==> src/rtl/wb_write_queue_pkg.sv <==
// Shared sizing and the write-back entry layout for the write-back queue.
package wb_pkg;

  localparam int unsigned DATA_W    = 16;
  localparam int unsigned NUM_REGS  = 8;
  localparam int unsigned REG_IDX_W = 3;
  localparam int unsigned DEPTH     = 4;

  typedef struct packed {
    logic [REG_IDX_W-1:0] idx;
    logic [DATA_W-1:0]    data;
  } wb_entry_t;

endpackage

==> src/rtl/wb_write_queue_if.sv <==
// Push channel plus register-file write port of the write-back queue.
interface wb_write_queue_if #(
  parameter int unsigned NUM_REGS = wb_pkg::NUM_REGS,
  parameter int unsigned DATA_W   = wb_pkg::DATA_W
);
  import wb_pkg::*;

  logic                 inValid;
  logic                 inReady;
  logic [REG_IDX_W-1:0] inReg;
  logic [DATA_W-1:0]    inData;
  logic                 wbHold;
  logic                 regWrite;
  logic [NUM_REGS-1:0]  decOut;
  logic [DATA_W-1:0]    writeData;

  modport master (
    output inValid, inReg, inData, wbHold,
    input  inReady, regWrite, decOut, writeData
  );

  modport slave (
    input  inValid, inReg, inData, wbHold,
    output inReady, regWrite, decOut, writeData
  );

endinterface

==> src/rtl/wb_write_queue_fifo.sv <==
// wb_fifo: circular storage, pointers and occupancy for the write-back queue.
// Caller guarantees push only when not full and pop only when not empty.
module wb_fifo
  import wb_pkg::*;
#(
  parameter int unsigned DEPTH   = wb_pkg::DEPTH,
  parameter type         entry_t = wb_pkg::wb_entry_t,
  localparam int unsigned PTR_W  = $clog2(DEPTH),
  localparam int unsigned CNT_W  = $clog2(DEPTH + 1)
) (
  input  logic             clk,
  input  logic             rst,
  input  logic             push_i,
  input  logic             pop_i,
  input  entry_t           wdata_i,
  output entry_t           entries_o [DEPTH],
  output logic [PTR_W-1:0] rd_ptr_o,
  output logic [CNT_W-1:0] count_o
);

  entry_t           mem_q [DEPTH];
  logic [PTR_W-1:0] wr_ptr_q, wr_ptr_d;
  logic [PTR_W-1:0] rd_ptr_q, rd_ptr_d;
  logic [CNT_W-1:0] count_q, count_d;

  // Storage has no reset; validity comes solely from the pointers and count.
  always_ff @(posedge clk) begin
    if (push_i) mem_q[wr_ptr_q] <= wdata_i;
  end

  // Next pointers and occupancy; pointers wrap naturally at power-of-two DEPTH.
  always_comb begin
    wr_ptr_d = wr_ptr_q;
    rd_ptr_d = rd_ptr_q;
    count_d  = count_q;
    if (push_i) wr_ptr_d = wr_ptr_q + PTR_W'(1);
    if (pop_i)  rd_ptr_d = rd_ptr_q + PTR_W'(1);
    case ({push_i, pop_i})
      2'b10:   count_d = count_q + CNT_W'(1);
      2'b01:   count_d = count_q - CNT_W'(1);
      default: count_d = count_q;
    endcase
  end

  // Pointer and occupancy registers, cleared asynchronously.
  always_ff @(posedge clk or posedge rst) begin
    if (rst) begin
      wr_ptr_q <= '0;
      rd_ptr_q <= '0;
      count_q  <= '0;
    end else begin
      wr_ptr_q <= wr_ptr_d;
      rd_ptr_q <= rd_ptr_d;
      count_q  <= count_d;
    end
  end

  assign entries_o = mem_q;
  assign rd_ptr_o  = rd_ptr_q;
  assign count_o   = count_q;

endmodule

==> src/rtl/wb_write_queue.sv <==
// wb_write_queue: FIFO of register write-backs drained one per cycle into the
// register file, with one-hot register select.
// Optional macro WB_BYPASS_EN builds a combinational forwarding lookup
// (youngest matching queued entry); otherwise fwdHit/fwdData are tied low.
module wb_write_queue
  import wb_pkg::*;
#(
  parameter int unsigned DEPTH    = wb_pkg::DEPTH,
  parameter int unsigned NUM_REGS = wb_pkg::NUM_REGS,
  parameter int unsigned DATA_W   = wb_pkg::DATA_W,
  localparam int unsigned CNT_W   = $clog2(DEPTH + 1)
) (
  input  logic                 clk,
  input  logic                 reset,
  wb_write_queue_if.slave      bus,
  output logic [CNT_W-1:0]     count,
  input  logic [REG_IDX_W-1:0] rdReg,
  output logic                 fwdHit,
  output logic [DATA_W-1:0]    fwdData
);

  localparam int unsigned PTR_W = $clog2(DEPTH);

  typedef struct packed {
    logic [REG_IDX_W-1:0] idx;
    logic [DATA_W-1:0]    data;
  } entry_t;

  entry_t           entries [DEPTH];
  entry_t           head;
  entry_t           in_entry;
  logic [PTR_W-1:0] rd_ptr;
  logic             push;
  logic             drain;

  assign in_entry    = '{idx: bus.inReg, data: bus.inData};
  assign bus.inReady = (count < CNT_W'(DEPTH));
  assign push        = bus.inValid && bus.inReady;
  // Gating with reset makes the write port drop immediately on assertion.
  assign drain       = (count != '0) && !bus.wbHold && !reset;
  assign head        = entries[rd_ptr];

  wb_fifo #(
    .DEPTH   (DEPTH),
    .entry_t (entry_t)
  ) u_fifo (
    .clk       (clk),
    .rst       (reset),
    .push_i    (push),
    .pop_i     (drain),
    .wdata_i   (in_entry),
    .entries_o (entries),
    .rd_ptr_o  (rd_ptr),
    .count_o   (count)
  );

  // Register-file write port: head entry decoded while draining, else all zero.
  always_comb begin
    bus.regWrite  = drain;
    bus.decOut    = '0;
    bus.writeData = '0;
    if (drain) begin
      bus.decOut    = NUM_REGS'(1) << head.idx;
      bus.writeData = head.data;
    end
  end

`ifdef WB_BYPASS_EN
  // Scan oldest to youngest so the last match seen is the youngest one.
  always_comb begin
    logic [PTR_W-1:0] slot;
    slot    = '0;
    fwdHit  = 1'b0;
    fwdData = '0;
    for (int unsigned k = 0; k < DEPTH; k++) begin
      slot = rd_ptr + PTR_W'(k);
      if ((CNT_W'(k) < count) && (entries[slot].idx == rdReg)) begin
        fwdHit  = 1'b1;
        fwdData = entries[slot].data;
      end
    end
  end
`else
  logic unused_rdreg;
  assign unused_rdreg = ^rdReg;
  assign fwdHit       = 1'b0;
  assign fwdData      = '0;
`endif

endmodule

==> src/flat_wrapper.sv <==
// flat-port wrapper written by rule: the top's interface ports become plain ports
module wb_write_queue_flat import wb_pkg::*;
#(
  parameter int unsigned DEPTH    = wb_pkg::DEPTH,
  parameter int unsigned NUM_REGS = wb_pkg::NUM_REGS,
  parameter int unsigned DATA_W   = wb_pkg::DATA_W,
  localparam int unsigned CNT_W   = $clog2(DEPTH + 1)
)
  (clk, reset, count, rdReg, fwdHit, fwdData, bus_inValid, bus_inReg, bus_inData, bus_wbHold, bus_inReady, bus_regWrite, bus_decOut, bus_writeData);
  wb_write_queue_if #(.NUM_REGS(NUM_REGS), .DATA_W(DATA_W)) bus_i ();
  input  logic clk;
  input  logic reset;
  output logic [CNT_W-1:0] count;
  input  logic [REG_IDX_W-1:0] rdReg;
  output logic fwdHit;
  output logic [DATA_W-1:0] fwdData;
  input wire logic [$bits(bus_i.inValid)-1:0] bus_inValid;
  input wire logic [$bits(bus_i.inReg)-1:0] bus_inReg;
  input wire logic [$bits(bus_i.inData)-1:0] bus_inData;
  input wire logic [$bits(bus_i.wbHold)-1:0] bus_wbHold;
  output wire logic [$bits(bus_i.inReady)-1:0] bus_inReady;
  output wire logic [$bits(bus_i.regWrite)-1:0] bus_regWrite;
  output wire logic [$bits(bus_i.decOut)-1:0] bus_decOut;
  output wire logic [$bits(bus_i.writeData)-1:0] bus_writeData;
  assign bus_i.inValid = bus_inValid;
  assign bus_i.inReg = bus_inReg;
  assign bus_i.inData = bus_inData;
  assign bus_i.wbHold = bus_wbHold;
  assign bus_inReady = bus_i.inReady;
  assign bus_regWrite = bus_i.regWrite;
  assign bus_decOut = bus_i.decOut;
  assign bus_writeData = bus_i.writeData;
  wb_write_queue #(.DEPTH(DEPTH), .NUM_REGS(NUM_REGS), .DATA_W(DATA_W)) u_core (.clk(clk), .reset(reset), .bus(bus_i), .count(count), .rdReg(rdReg), .fwdHit(fwdHit), .fwdData(fwdData));
endmodule
==> config.mk <==
export PLATFORM = sky130hd
export DESIGN_NAME = wb_write_queue_flat
export DESIGN_NICKNAME = d
export VERILOG_FILES = /design/src/rtl/wb_write_queue_pkg.sv /design/src/rtl/wb_write_queue_if.sv /design/src/rtl/wb_write_queue_fifo.sv /design/src/rtl/wb_write_queue.sv /design/src/flat_wrapper.sv
export SDC_FILE = /design/constraint.sdc
export NUM_CORES = 1
export LEC_CHECK = 0
export CAP_MARGIN = 20
export CORE_MARGIN = 4
export CORE_UTILIZATION = 67
export DETAILED_ROUTE_END_ITERATION = 10
export DONT_BUFFER_PORTS = 1
export HOLD_SLACK_MARGIN = 0.12
export PLACE_DENSITY = 0.88
export SLEW_MARGIN = 20
export SYNTH_ARGS = -nofsm -noshare
export SYNTH_HDL_FRONTEND = slang
export SYNTH_SLANG_ARGS = --single-unit
==> constraint.sdc <==
create_clock -name clk -period 4.5 [get_ports clk]
set_input_delay 0.9 -clock clk [delete_from_list [all_inputs] [get_ports clk]]
set_output_delay 0.9 -clock clk [all_outputs]
set_load 0.01 [all_outputs]
# == Word level (Yosys, flattened, before mapping) ==
# Index checks and enable logic that the tools add are counted.
# word_totals
output_inout_bits,46
reg_bits,83
in_bits,26
word_cells,41
# op_classes
n_eq_ne,2
add_sub_neg,4
n_shift,1
reduce_logical,8
order_cmp,4
n_mux,9
bitwise,2
# op_table
op,count
bitwise mux 76 bit,1
two-way mux 19 bit,3
binary-select mux 19 bit (select 2 bit),1
demux 19 bit (select 2 bit),1
two-way mux 16 bit,1
two-way mux 8 bit,1
"left shift 1 x 3 -> 8 bit, first input constant",1
">= comparator 3 bit, second input constant",2
inverter 2 -> 3 bit,2
case mux 3 bit (2 select lines),1
"adder 2 x 1 -> 2 bit, second input constant",2
logical AND 1 bit,4
"adder 3 x 1 -> 3 bit, second input constant",1
"< comparator 3 x 1 -> 1 bit, second input constant",1
"< comparator 3 bit, second input constant",1
nonzero test 3 bit,1
"subtractor 3 x 1 -> 3 bit, second input constant",1
"== test 2 x 1 -> 1 bit, second input constant",1
"== test 2 bit, second input constant",1
logical NOT 1 bit,2
nonzero test 2 bit,1

# == Depth between registers and ports, before layout ==
# Gate-level depths: netlist (run 1).
# depth
word_depth,6
mapped_depth,10
mapped_depth_nobuf,9

# == By module ==
# Synthesis (run 1) repeated with hierarchy kept, for this count alone.
# hier_totals
cells_unflattened,189
hier_area_um2,3489.6
# by_module_without_submodules
module,n_inst,area_each_um2,seq_area_each_um2,cells_each
wb_fifo,1,2670.1,2457.4,111
wb_write_queue,1,819.5,0.0,78

# == Worst setup path before layout (run 1) ==
# OpenSTA, ideal clock, no wires.
# synth_path
path_kind,input-to-reg
start,input port bus_wbHold
end,register u_core.u_fifo.count_q[2] (netlist: u_core.u_fifo.count_o[2])
cell_stages,10
required_ps,4420
arrival_time_ps,2375
path_buffers,1
path_slack_ps,2045
setup_time_ps,80
path_cell_list,nor2_1 -> clkbuf_2 -> nand2_1 -> inv_1 -> ha_1 -> inv_1 -> fa_1 -> xor2_1 -> nor2_1 -> xnor2_1
# synth_via
elab_chain_cells,5
word_cells_on_any_way,7
cone_classes,eq/ne (2); mux (1); reduce/logical (4)
# synth_lines
item,line,source
from (decl),flat_wrapper.sv:20,input wire logic [$bits(bus_i.wbHold)-1:0] bus_wbHold;
logical NOT 1 bit *,wb_write_queue.sv:40,assign drain = (count != '0) && !bus.wbHold && !reset;
logical AND 1 bit * (2 in a row),wb_write_queue.sv:40,
net bus_regWrite,flat_wrapper.sv:22,output wire logic [$bits(bus_i.regWrite)-1:0] bus_regWrite;
== test 2 x 1 -> 1 bit / == test 2 bit (equally long branches),wb_write_queue_fifo.sv:38,"case ({push_i, pop_i})"
case mux 3 bit (2 select lines) / nonzero test 2 bit (equally long branches),--,
to (signal assigned),wb_write_queue_fifo.sv:54,count_q <= count_d;
to (decl),wb_write_queue_fifo.sv:24,"logic [CNT_W-1:0] count_q, count_d;"
# Mark *: on every way through the listed nets, which the timed path passes. The rest lies on a longest branch.
# A chain may end at the register's enable or synchronous reset.

# == Worst setup path in the final report (run 1) ==
# layout_path
start,register u_core.u_fifo.rd_ptr_q[0] (netlist: u_core.u_fifo.rd_ptr_o[0])
end,output port bus_writeData[4]
# layout_via
elab_chain_cells,5
# layout_lines
item,line,source
from (decl),wb_write_queue_fifo.sv:23,"logic [PTR_W-1:0] rd_ptr_q, rd_ptr_d;"
from (signal assigned),wb_write_queue_fifo.sv:53,rd_ptr_q <= rd_ptr_d;
inverter 2 -> 3 bit (not written as such),wb_write_queue.sv:41,assign head = entries[rd_ptr];
binary-select mux 19 bit (select 2 bit),wb_write_queue.sv:41,
two-way mux 19 bit (not written as such) (2 in a row),wb_write_queue.sv:41,
two-way mux 16 bit,wb_write_queue.sv:62,if (drain) begin
to (decl),flat_wrapper.sv:24,output wire logic [$bits(bus_i.writeData)-1:0] bus_writeData;
# No other way between the ends. The select of a mux whose other input is x is not followed.

==> results of run 1 <==
[placed cells by master (no fill, tap or decap), drive strengths merged, types with 2 or more instances in the layout]
cell and n:
xnor2 5, dfrtp 7, clkbuf 14, ha 5, edfxtp 76, mux4 19
nand2 3, nor2 10, nand3 2, inv 9, conb 17, buf 2
and3 16, and2 4
[metal layers]
| layer | routed length, µm | part of all wire [%] | vias to the layer above |
|---|---|---|---|
| met5 | 0 | 0 | - |
| met4 | 99 | 1.7 | 0 |
| met3 | 545 | 9.6 | 9 |
| met2 | 3000 | 53 | 67 |
| met1 | 2050 | 36 | 808 |
| li1 | - | - | 704 |
[worst register-to-register path: cells and delay by family, from the launching register on]
| kind | cells | cell delay, ns |
|---|---|---|
| simple gates | 3 | 0.92 |
| buf+inv | 2 | 0.24 |
| xor+xnor | 2 | 0.27 |
| fa+ha+maj | 2 | 0.58 |
| flops | 1 | 0.45 |
[state kept, by name, indices dropped and copies added (netlist names)]
name                     cells
u_core.u_fifo.count_o        3
u_core.u_fifo.wr_ptr_q       2
u_core.u_fifo.rd_ptr_o       2
u_core.u_fifo.entries_o     76
[final timing paths]
path | endpoint | slack [ns] | cells after the start
max | bus_writeData[4] | 1.37 | 3
min | u_core.u_fifo.rd_ptr_o[1] | 0.37 | 1
max reg2reg | u_core.u_fifo.count_o[2] | 1.97 | 9
min reg2reg | u_core.u_fifo.count_o[0] | 0.59 | 1
max in group asynchronous | u_core.u_fifo.rd_ptr_o[0] | 3.92 | 1
min in group clk | u_core.u_fifo.count_o[0] | 0.59 | 1
[power by group]
| part | leakage, nW | switching [mW] | internal (mW) | total (mW) |
|---|---|---|---|---|
| Sequential | 0.773 | 0.107 | 0.981 | 1.09 |
| Combinational | 0.468 | 0.270 | 0.259 | 0.529 |
| Clock | 0.101 | 0.237 | 0.287 | 0.524 |
[area by class of cell]
type / instances / area, µm² / area share (%)
Sequential cell: 83 / 2460 / 66.6
Multi-Input combinational cell: 91 / 901 / 24.4
Clock buffer: 14 / 163 / 4.41
Tap cell: 70 / 87.6 / 2.37
Clock inverter: 2 / 35.0 / 0.949
Inverter: 9 / 33.8 / 0.915
Timing Repair Buffer: 2 / 15.0 / 0.407
[cell families (layout without fill, tap and decap cells)]
| family | after synthesis | after routing | synth area share (%) |
|---|---|---|---|
| flip-flops | 83 | 83 | 69.8 |
| buffers and inverters | 35 | 27 | 6.36 |
| XOR/XNOR | 6 | 6 | 1.49 |
| multiplexers | 20 | 20 | 13.1 |
| AND/OR/NAND/NOR | 41 | 41 | 6.71 |
| adder cells (fa/ha/maj) | 6 | 6 | 2.34 |
| AO/OA/AOI/OAI | 1 | 1 | 0.142 |
| other | 1 | 17 | 0.106 |
==> metrics.md, run 1 <==
| Metric | Value |
|---|---|
| Synth top area share | 64.8% |
| Gr usage total | about a fifth |
| Initial antenna violation count | 0 |
| Vias in the first global route | between 1500 and 2000 |
| Crit start category | flop |
| M3 GR Usage | 7.17% |
| Layout cells sized above 1 | 14.4% |
| Core area | approximately 5100 µm² |
| CP max FO | 13 |
| I/O pin count | just over 70 |
| Final HPWL DP | 3.73 mm |
| Netlist cell types | 29 |
| RSZ-0062 raised after global routing | no |
| Peak VDD IR | between 0.0003 and 0.0004 V |
| Final setup TNS | 0 ns |
| CP Class | reg -> out |
| Nets | 228 |
| Met2 global-route usage | 32.7% |
| Slew HR | 32.9% |
| Diode count | 0 |
| Total power | 2.14 mW |
| Final worst path period share | 69.5% |
| Post-CTS Resized | 0 |
| Fin util | around 72% |
| Postcts setup bufs | 0 |
| Port Buffer Count | 0 |
| GRT overflow | 0 |
| Starting Density | 69.0% |
| Via count | about 1600 |
| Vias per cell | 5.86 |
| Run status | finished clean |
| Worst-path clk slew | 0.07 ns |
| Initial DRC Count | 171 |
| HP Class | in -> async |
| Yosys warns | 0 |
| Drt total wl | 5.69 mm |
| FILL cells | 329 |
| Seq/Total Area, Yosys | a little over two thirds |
| TritonCTS clock tree | built |
| Largest net degree at the start of global routing | 21 |
| Cell count after synthesis | roughly 190 |
| Clock Sinks | 83 |
| Post-Syn Area | 3520 µm² |
| Number of remaining DRC errors | 0 |
| Full die area | 6480 µm² |
| Worst Skew | 0.00455 ns |
| Post-Place Worst Slack | 1.70 ns |
| Synth-to-layout area growth | 4.83% |
| Pleak | 1.34 nW |
| Critical Path AT | 2.23 ns |
| DR pass1 iterations | 4 |
| Chip Width | between 80 and 90 µm |
| First-pass GRT wire length | 8.83 mm |
| Non-filler cells, final | 271 |
| Clock Latency Late Sink | 0.34 ns |
| DP Area | 3490 µm² |
| Crit path cell chain | buf_4 -> mux4_1 -> and3_1 |
| Max-slew violations | 0 |
| Mean post-synth cell area | 18.2 µm² |
| Clock period minus final worst setup slack | between 3 and 4 ns |
| Hold slack | 0.367 ns |
| Slowest stage delay, CP | ~0.66 ns |
| Post-synth EDFFs | 76 |
| CTS root buf | clkbuf_8 |
| Yosys reg bits | 83 |
| M1 GR Usage | 22.3% |
| Worst setup EP type | output port |
| Global route hottest layer | met2 |
| Routed len/inst | ~21 µm |
| Most frequent cell after synthesis | edfxtp_1 |
| Reported max-cap violation count | 0 |
| Row cnt | 26 |
| Asr flop ratio synth | ~8.4% |
| CTS buffer count | 9 |
| Worst path required time | 3.60 ns |
| Dpl cells | about 260 |
| Final hold violation count | 0 |
| Htree depth | 3 |
| Synth top area cells | edfxtp_1 65%, mux4_2 8.3%, dfrtp_1 5.0% |
| Dominant synthesized flop cell | edfxtp_1 |
| Maximum achievable frequency | 320 MHz |
| Die height | a little over 80 µm |
| Slew at the pin closest to its max-slew limit | approximately 1 ns |
| Synth cell count leaders | 76 x edfxtp_1, 17 x buf_4, 16 x and3_1 |
| CP bufs+invs | 1 |
| Delay-heaviest family, CP | flip-flops |
| Worst R2R Start | u_core.u_fifo.count_o[0] |
| Final WS setup | between 1 and 1.5 ns |
| Deepest clock path buffer count | 2 |
| Post-route cell area | 3690 µm² |
| GPL Wtd Cong | 0.711 |
| Crit path from | u_core.u_fifo.rd_ptr_o[0] |
| CTS Hold Buffers Added | 0 |
| Setup violators final | 0 |
| Routed Antenna Nets | 0 |
| Leading area contributor after synthesis | edfxtp_1 |
| CP max stage cell | dfrtp_1 |
| Pwr/cell area | between 500 and 600 nW/µm² |
No activity file was read; power rests on OpenSTA's default activity.
==> run 2, diff against run 1 <==
--- a/config.mk
+++ b/config.mk
@@ -7,11 +7,11 @@
 export LEC_CHECK = 0
 export CAP_MARGIN = 20
 export CORE_MARGIN = 4
-export CORE_UTILIZATION = 67
+export CORE_UTILIZATION = 62
 export DETAILED_ROUTE_END_ITERATION = 10
 export DONT_BUFFER_PORTS = 1
 export HOLD_SLACK_MARGIN = 0.12
-export PLACE_DENSITY = 0.88
+export PLACE_DENSITY = 0.83
 export SLEW_MARGIN = 20
 export SYNTH_ARGS = -nofsm -noshare
 export SYNTH_HDL_FRONTEND = slang
==> constraint.sdc (replaced) <==
create_clock -name clk -period 2.9 [get_ports clk]
set_input_delay 0.58 -clock clk [delete_from_list [all_inputs] [get_ports clk]]
set_output_delay 0.58 -clock clk [all_outputs]
set_load 0.01 [all_outputs]
==> run 2 against run 1 <==
Sequential power up 51%. Clock power up 47%. First-iteration DRC count down 62%. Core utilization down 4.1 points. Wire length up 0.32%. Clock skew up 0.0075 ns. Non-clock buffer count up 8. Power up 55%. Cell area up 1.8%. Worst setup slack worse by 1.2 ns. Hold slack worse by 0.050 ns.
==> metrics.md, run 2 (synthesis gave the netlist of run 1 again) <==
| Metric | Value |
|---|---|
| Final hold violation count | 0 (unchanged) |
| Vias per cell | 5.70 (-2.8%) |
| Crit start category | flop |
| GPL Wtd Cong | 0.777 (+9.3%) |
| Clock period minus final worst setup slack | 2.73 ns |
| Slew HR | 66.0% (+33 points) |
| Max-slew violations | 0 (unchanged) |
| DP Area | 3560 µm² (+1.9%) |
| Final setup TNS | 0 ns (unchanged) |
| Post-route cell area | 3760 µm² (+1.8%) |
| Nets | 236 (+3.5%) |
| Row cnt | 27 (+3.8%) |
| Run status | finished clean |
| Gr usage total | 18.3% (-1.1 points) |
| Pwr/cell area | 886 nW/µm² (+53%) |
| Worst R2R Start | u_core.u_fifo.count_o[2] |
| Delay-heaviest family, CP | multiplexers |
| Htree depth | 3 (unchanged) |
| Initial antenna violation count | 0 (unchanged) |
| Slew at the pin closest to its max-slew limit | 0.509 ns (-0.498 ns) |
| Routed Antenna Nets | 0 (unchanged) |
| Worst-path clk slew | 0.08 ns (about the same) |
| Non-filler cells, final | 281 (+3.7%) |
| CP max FO | 8 (-5) |
| Starting Density | 64.0% (-5.0 points) |
| GRT overflow | 0 (unchanged) |
| Worst path required time | 2.32 ns (-1.28 ns) |
| DR pass1 iterations | 4 (unchanged) |
| Vias in the first global route | 1737 (+1.3%) |
| Final WS setup | 0.171 ns (-1.20 ns) |
| Total power | 3.33 mW (+55%) |
| Post-Place Worst Slack | 0.543 ns (-1.16 ns) |
| TritonCTS clock tree | built |
| HP Class | in -> reg |
| Slowest stage delay, CP | 0.68 ns (+0.02 ns) |
| Initial DRC Count | 65 (-62%) |
| Layout cells sized above 1 | 17.2% (+2.8 points) |
| CP Class | reg -> out |
| Worst hold start | bus_inData[9] |
| Number of remaining DRC errors | 0 (unchanged) |
| Most common cell after layout, fill and taps aside | edfxtp_1 |
| Full die area | 6950 µm² (+7.2%) |
| Chip Width | 83.4 µm (+3.6%) |
| CTS buffer count | 9 (unchanged) |
| Crit path from | u_core.u_fifo.rd_ptr_o[0] |
| Reported max-cap violation count | 0 (unchanged) |
| Crit path cell chain | mux4_1 -> or2b_1 -> nor2_1 |
| Dpl cells | 264 (+3.5%) |
| Max FFs per register | 76 (unchanged) |
| Synth-to-layout area growth | 6.68% |
| Setup violators final | 0 (unchanged) |
| Final HPWL DP | 3.79 mm (+1.6%) |
| Core area | 5510 µm² (+7.8%) |
| Routed len/inst | 20.3 µm (-3.3%) |
| Clock Sinks | 83 (unchanged) |
| I/O pin count | 72 (unchanged) |
| Via count | 1601 (+0.82%) |
| Peak VDD IR | 0.000674 V (+87%) |
| Critical Path AT | 2.15 ns (-0.08 ns) |
| CP bufs+invs | 0 (-1) |
| Worst setup EP type | output port |
| Diode count | 0 (unchanged) |
| Most frequent cells in the layout | 76 x edfxtp_1, 17 x conb_1, 16 x and3_1 |
| FILL cells | 358 (+8.8%) |
| Clock Latency Late Sink | 0.35 ns (about the same) |
| Die height | 83.4 µm (+3.6%) |
| Drt total wl | 5.71 mm (+0.32%) |
| Deepest clock path buffer count | 2 (unchanged) |
| Port Buffer Count | 0 (unchanged) |
| Register Area | 2460 µm² (unchanged) |
| Footprint of the multi-input gates | 901 µm² (unchanged) |
| Postcts setup bufs | 0 (unchanged) |
| First-pass GRT wire length | 9.33 mm (+5.7%) |
| CTS root buf | clkbuf_8 |
| Worst Skew | 0.0120 ns (+0.00749 ns) |
| RSZ-0062 raised after global routing | no |
| Largest net degree at the start of global routing | 20 (-4.8%) |
| Post-CTS Resized | 0 (unchanged) |
| Final worst path period share | a little over nine tenths |
| Maximum achievable frequency | 366 MHz |
| Pleak | 1.37 nW (+2.3%) |
| CP max stage cell | mux4_1 |
run 2: changes by cell type in the layout (fill, tap and decap cells not counted):
cell,before,now
buf_4,2,8
clkinv_1,0,1
clkinvlp_4,0,2
clkbuf_8,11,9
clkbuf_1,3,2
buf_12,0,1
dlygate4sd3_1,0,1
run 2: power breakdown:
part / switching [mW] / leakage, nW / internal, mW
Clock: 0.374 / 0.0870 / 0.394
Sequential: 0.130 / 0.773 / 1.52
Combinational: 0.461 / 0.513 / 0.450
Total: 0.965 / 1.37 / 2.36
run 2: cell type report:
class,instances,area share [%]
clock buffers,11,3.50
clock inverters,5,1.43
inverters,9,0.899
multi-input cells,91,24.0
flip-flops and latches,83,65.4
well taps,72,2.40
repair buffers,10,2.40
run 2: final timing paths:
check	end	slack (ns)	cells past startpoint
max reg2reg	u_core.u_fifo.entries_o[4]	0.88	3
min in group asynchronous	u_core.u_fifo.wr_ptr_q[1]	0.61	2
min reg2reg	u_core.u_fifo.count_o[0]	0.60	1
max in group asynchronous	u_core.u_fifo.count_o[2]	2.06	2
min	u_core.u_fifo.entries_o[28]	0.32	0
max	bus_decOut[1]	0.17	3
run 2: routing by layer:
layer	vias to the layer above	part of all wire [%]	GRT usage, %
li1	714	-	-
met1	822	36	20.3
met2	55	53	30.2
met3	10	8.9	7.24
met4	0	2.3	10.3
met5	-	0	0
run 2: repair_timing:
| item | CTS | global route |
|---|---|---|
| hold buffers | 1 | 0 |
| endpoints found under the setup margin | 0 | 0 |
| endpoints found under the hold margin | 7 | 0 |
run 2: worst register-to-register path, stage by stage, from the launching register on:
cell and delay, ns:
dfrtp_1 0.45, nor2b_1 0.44, and2_1 0.52, buf_4 0.31
run 2: stage by stage:
step           hold slack (ns)  util (%)
2_1_floorplan            0.383         -
3_3_place_gp             0.416      64.7
3_5_place_dp             0.429      64.7
4_1_cts                  0.301      68.2
5_1_grt                  0.296      68.2
6_report                 0.318      68.2
==> run 3, diff against run 2 <==
--- a/config.mk
+++ b/config.mk
@@ -8,6 +8,7 @@
 export CAP_MARGIN = 20
 export CORE_MARGIN = 4
 export CORE_UTILIZATION = 62
+export CTS_CLUSTER_SIZE = 28
 export DETAILED_ROUTE_END_ITERATION = 10
 export DONT_BUFFER_PORTS = 1
 export HOLD_SLACK_MARGIN = 0.12
==> results of run 3 <==
No change in the layout: final DEF, timing and power equal those of run 2.
